### src/rtl/irrigation_scheduler.sv
// irrigation_scheduler
//   Sequences the irrigation actuator FSM. It starts a watering run when the
//   soil is dry, holds a one-cycle ARM so the zone switch settles before
//   watering rises, and bounds the run by a tick-based duration. Every run that
//   ends normally is followed by a rest period. A low tank latches a fault that
//   fault_clear releases.
//
//   Optional feature macro: IRRIGATION_ALTERNATE_EN
//     defined   - mode_select is ignored. The zone toggles after every run that
//                 ends in REST. The first run after reset uses the sprinkler.
//     undefined - the zone is latched from mode_select on IDLE->ARM.
//
//   Ports
//     clock, reset      rising-edge clock; asynchronous active-high reset
//     enable            scheduler enable
//     moisture          unsigned soil moisture sample
//     tank_low          water tank below minimum level
//     mode_select       zone request (0 sprinkler, 1 dripper)
//     fault_clear       leaves FAULT when tank_low is 0
//     watering          actuator watering command
//     splinker_switch   actuator sprinkler zone select
//     dripper_switch    actuator dripper zone select
//     busy              state != IDLE
//     fault             state == FAULT
//
//   state | meaning
//   IDLE  | waiting for a dry reading, or for tank_low
//   ARM   | one cycle with the zone switch on and watering off
//   WATER | watering; the run ends on tank_low, !enable, wet soil or timeout
//   REST  | enforced pause after a run
//   FAULT | tank empty, latched until fault_clear with tank_low = 0
module irrigation_scheduler #(
  parameter int TICK_DIV    = 1000,
  parameter int SPLINK_TIME = 30,
  parameter int DRIP_TIME   = 120,
  parameter int REST_TIME   = 60,
  parameter int MOIST_W     = 8,
  parameter int DRY_THRESH  = 64,
  parameter int WET_THRESH  = 160
) (
  input  logic               clock,
  input  logic               reset,
  input  logic               enable,
  input  logic [MOIST_W-1:0] moisture,
  input  logic               tank_low,
  input  logic               mode_select,
  input  logic               fault_clear,
  output logic               watering,
  output logic               splinker_switch,
  output logic               dripper_switch,
  output logic               busy,
  output logic               fault
);

  localparam int MAX_SD = (SPLINK_TIME > DRIP_TIME) ? SPLINK_TIME : DRIP_TIME;
  localparam int MAX_T  = (MAX_SD > REST_TIME) ? MAX_SD : REST_TIME;
  localparam int CW     = $clog2(MAX_T + 1);
  localparam int TW     = (TICK_DIV > 1) ? $clog2(TICK_DIV) : 1;

  typedef enum logic [2:0] {
    S_IDLE,
    S_ARM,
    S_WATER,
    S_REST,
    S_FAULT
  } state_t;

  state_t          state, state_nxt;
  logic            zone, zone_nxt;   // 0 = sprinkler, 1 = dripper
  logic [TW-1:0]   tcnt;
  logic            tick;
  logic [CW-1:0]   dur, rest;
  logic            dry, wet;

  assign tick = (tcnt == TW'(TICK_DIV - 1));
  assign dry  = (moisture <  MOIST_W'(DRY_THRESH));
  assign wet  = (moisture >= MOIST_W'(WET_THRESH));

`ifdef IRRIGATION_ALTERNATE_EN
  logic unused_mode_select;
  assign unused_mode_select = mode_select;
`endif

  // The tick counter runs freely, so a run starts at any phase of the tick.
  always_ff @(posedge clock or posedge reset) begin
    if (reset)     tcnt <= '0;
    else if (tick) tcnt <= '0;
    else           tcnt <= tcnt + TW'(1);
  end

  always_ff @(posedge clock or posedge reset) begin
    if (reset) begin
      state <= S_IDLE;
      zone  <= 1'b0;
    end else begin
      state <= state_nxt;
      zone  <= zone_nxt;
    end
  end

  always_comb begin
    state_nxt = state;
    zone_nxt  = zone;
    case (state)
      S_IDLE: begin
        if (tank_low) state_nxt = S_FAULT;
        else if (enable && dry) begin
          state_nxt = S_ARM;
`ifndef IRRIGATION_ALTERNATE_EN
          zone_nxt  = mode_select;
`endif
        end
      end
      S_ARM:   state_nxt = S_WATER;
      S_WATER: begin
        if (tank_low)                    state_nxt = S_FAULT;
        else if (!enable)                state_nxt = S_IDLE;
        else if (wet)                    state_nxt = S_REST;
        else if (tick && dur == CW'(1))  state_nxt = S_REST;
`ifdef IRRIGATION_ALTERNATE_EN
        // Only completed runs toggle the zone. Aborted runs keep it.
        if (state_nxt == S_REST) zone_nxt = ~zone;
`endif
      end
      S_REST:  if (tick && rest == CW'(1)) state_nxt = S_IDLE;
      S_FAULT: if (fault_clear && !tank_low) state_nxt = S_IDLE;
      default: state_nxt = S_IDLE;
    endcase
  end

  always_ff @(posedge clock or posedge reset) begin
    if (reset) begin
      dur  <= '0;
      rest <= '0;
    end else begin
      if (state == S_ARM)
        dur <= zone ? CW'(DRIP_TIME) : CW'(SPLINK_TIME);
      else if (state == S_WATER && tick && dur != '0)
        dur <= dur - CW'(1);

      if (state == S_WATER && state_nxt == S_REST)
        rest <= CW'(REST_TIME);
      else if (state == S_REST && tick && rest != '0)
        rest <= rest - CW'(1);
    end
  end

  // The outputs are decoded from the next state and registered, so each one
  // changes on the same edge as the state register.
  always_ff @(posedge clock or posedge reset) begin
    if (reset) begin
      watering        <= 1'b0;
      splinker_switch <= 1'b0;
      dripper_switch  <= 1'b0;
      busy            <= 1'b0;
      fault           <= 1'b0;
    end else begin
      watering        <= (state_nxt == S_WATER);
      splinker_switch <= (state_nxt == S_ARM || state_nxt == S_WATER) && !zone_nxt;
      dripper_switch  <= (state_nxt == S_ARM || state_nxt == S_WATER) &&  zone_nxt;
      busy            <= (state_nxt != S_IDLE);
      fault           <= (state_nxt == S_FAULT);
    end
  end

endmodule

### config.mk
export PLATFORM = sky130hd
export DESIGN_NAME = irrigation_scheduler
export DESIGN_NICKNAME = d
export VERILOG_FILES = /design/src/rtl/irrigation_scheduler.sv
export SDC_FILE = /design/constraint.sdc
export NUM_CORES = 1
export LEC_CHECK = 0
export BUFFER_PORTS_ARGS = -buffer_cell sky130_fd_sc_hd__clkbuf_2
export CAP_MARGIN = 20
export CORE_ASPECT_RATIO = 0.6
export CORE_MARGIN = 1.5
export CORE_UTILIZATION = 55
export CTS_CLUSTER_DIAMETER = 40
export DETAILED_ROUTE_END_ITERATION = 7
export PLACE_DENSITY = 0.86
export SLEW_MARGIN = 15
export SYNTH_ARGS = -nofsm -noshare
export SYNTH_HDL_FRONTEND = slang
export SYNTH_SLANG_ARGS = --single-unit
export TNS_END_PERCENT = 5
### constraint.sdc
create_clock -name clock -period 2.9 [get_ports clock]
set_clock_uncertainty 0.1 [all_clocks]
set_input_delay 0.145 -clock clock [delete_from_list [all_inputs] [get_ports clock]]
set_output_delay 0.145 -clock clock [all_outputs]
set_load 0.02 [all_outputs]
==> results.toml <==
[clocking]
clock_latency_ns = 0.29
cts.repair.resized = 0
cts_setup_buffers = 0
clock-sinks = 33
h-tree-depth = 2
clkTransAtPathRegs_ns = 0.07
cts_hold_buf = 2
cts_tree = "built"
clk_path_buf_depth = 2
cts-buffers-inserted = 5
root_buffer = "clkbuf_8"

[floorplanning]
core_um2 = 2970
io_pins = 19
rows = 15
fp.dieH_um = 47.0
die-width_um = 76.4
start_util_pct = 60.0
die_area_um2 = 3590

[min_path]
hold_end = "fault"
hold_path_class = "in -> reg"
hold_path_depth = 2
min_from = "tank_low"

[routing]
firstDrtPassIters = 5
drt_iter0_drc = 176
wl_per_cell_um = 15.9
drt_wl_total_um = 4000
ant_nets = 0
via_per_inst = 6.23
via_count = 1564
drc = 0

[cells_and_area]
fin_nets = 229
fin_cells = 251
syn_to_final_growth_pct = 13.2
layout-drive-gt1-share_pct = 11.5
n_antenna_cell = 0

[timing]
finalMaxSlewViolations = 0
fmax_mhz = 449
setup-tns-final_ns = 0
hold_viol = 0
finalSetupViolCount = 0
finalCriticalPeriod_ns = 2.23
rsz0062_at_grt = "false"
slew_headroom_pct = 57.7
tightest_slew_ns = 0.627
fin_crit_sh_pct = 76.8

[power]
pwr_density_cell_nw_per_um2 = 403
p_total_mw = 0.811
leakage_nw = 0.864
peakVddDrop_mv = 0.279

[logic_synthesis]
synth_nets = 206
yosysSeqAreaShare_pct = 46.4
synth_top_area_share_pct = 46.4
ys_dominant_reg_cell = "dfrtp_1"
ys_ff_latch = 33
synth_cell_type_count = 43
syn_area_um2 = 1780
avgSynthCellArea_um2 = 9.61
yosys.area.top_type = "dfrtp_1"
synthTopCellsByArea = "dfrtp_1 46%, ha_1 4.9%, nand3_1 3.1%"
async_flop_share_pct = 100
yosys_warnings = 0
synth_edf_count = 0
ys_top_cells_by_count = "33 x dfrtp_1, 14 x nor2_1, 13 x nand2_1"
post-synth-top-count-cell = "dfrtp_1"
synth_cells = 185

[flow_run]
maxCapViolCount = 0

[placement]
dp.cells = 241
hpwl_um = 2870
gp_congestion = 0.984
portBuffers = 13

[global_routing]
grt_pass1_wl_um = 6530
use_met3_pct = 6.41
busiest_layer = "met2"
antenna_found_initial = 0
grt_max_degree = 34
met2_usage_pct = 40.7
met1_usage_pct = 32.8
grt_pass1_vias = 1458
overflow = 0
grt_usage_pct = 24.8

[setup_path]
timing.rr.end = "dur[3]"
r2r_slack_ns = 0.67
end_kind = "flip-flop"
arrival_ns = 2.35
cp-start-kind = "flip-flop"
rr_worst_depth = 5
worstSetupPathType = "reg -> reg"
timing.rr.start = "tcnt[0]"
path_max_fanout = 7
required_ns = 3.02

[status]
status = "complete, no violations"
[power by group]
group / switching, mW / leakage (nW) / internal [mW]
clock: 0.164 / 0.0450 / 0.166
sequential: 0.000357 / 0.394 / 0.461
combinational: 0.0122 / 0.425 / 0.00717
total: 0.177 / 0.864 / 0.634
[cell families after synthesis]
| family | after synthesis | share of synthesized area [%] |
|---|---|---|
| compound gates | 36 | 13.2 |
| xor+xnor | 8 | 3.94 |
| fa+ha+maj | 7 | 4.93 |
| buf+inv | 10 | 2.18 |
| flops | 33 | 46.4 |
| mux | 1 | 0.563 |
| simple gates | 90 | 28.8 |
[worst max-delay path by stage]
stage | from | slack, ns | end
after floorplan | tcnt[0] | 0.86 | dur[3]
after global placement | tcnt[0] | 0.77 | dur[3]
after detailed placement | tcnt[0] | 0.71 | dur[3]
after CTS | tcnt[0] | 0.69 | dur[3]
after global routing | tcnt[0] | 0.58 | dur[3]
final | tcnt[0] | 0.67 | dur[3]
[cells in the final DEF, fill, tap and decap left out, types with 7 or more instances in the layout]
| master | count |
|---|---|
| nand2_1 | 13 |
| o21ai_0 | 9 |
| or3_1 | 8 |
| inv_1 | 8 |
| clkbuf_2 | 13 |
| ha_1 | 7 |
| dfrtp_1 | 33 |
| nor2_1 | 14 |
| nand3_1 | 11 |
| a21oi_1 | 7 |
[sequential cells by signal (all words and copies together), names as in the netlist]
signal	count
watering	1
tcnt	10
dripper_switch	1
zone	1
fault	1
state	3
busy	1
rest	7
dur	7
splinker_switch	1
[stage by stage]
| stage | cell area, µm² | worst slack, ns | hold slack (ns) | util [%] |
|---|---|---|---|---|
| 4_1_cts | 2010 | 0.695 | 0.0541 | 67.8 |
| 5_1_grt | 2010 | 0.578 | 0.0687 | 67.8 |
| 3_5_place_dp | 1910 | 0.707 | 0.134 | 64.4 |
| 3_3_place_gp | 1910 | 0.775 | 0.134 | 64.4 |
| 2_1_floorplan | 1780 | 0.859 | 0.139 | - |
| 6_report | 2010 | 0.674 | 0.0531 | 67.8 |
[area by class of cell]
class | count | area [µm²]
Timing Repair Buffer | 18 | 108
Clock buffer | 6 | 72.6
Clock inverter | 2 | 10.0
Tap cell | 42 | 52.6
Inverter | 8 | 30.0
Sequential cell | 33 | 826
Fill cell | 258 | 953
Multi-Input combinational cell | 142 | 913
[routing by layer]
layer  routed length [µm]  part of all wire [%]
met5                    0                     0
met4                   39                  0.98
met3                  304                   7.6
met2                 1760                    44
met1                 1890                    47
[critical path, stage by stage (launching register included)]
cell and delay (ns):
dfrtp_1 0.36, ha_1 0.27, nand3b_1 0.17, or4_1 0.66
or4_1 0.51, nand3_1 0.09
(Power assumes the default switching activity.)
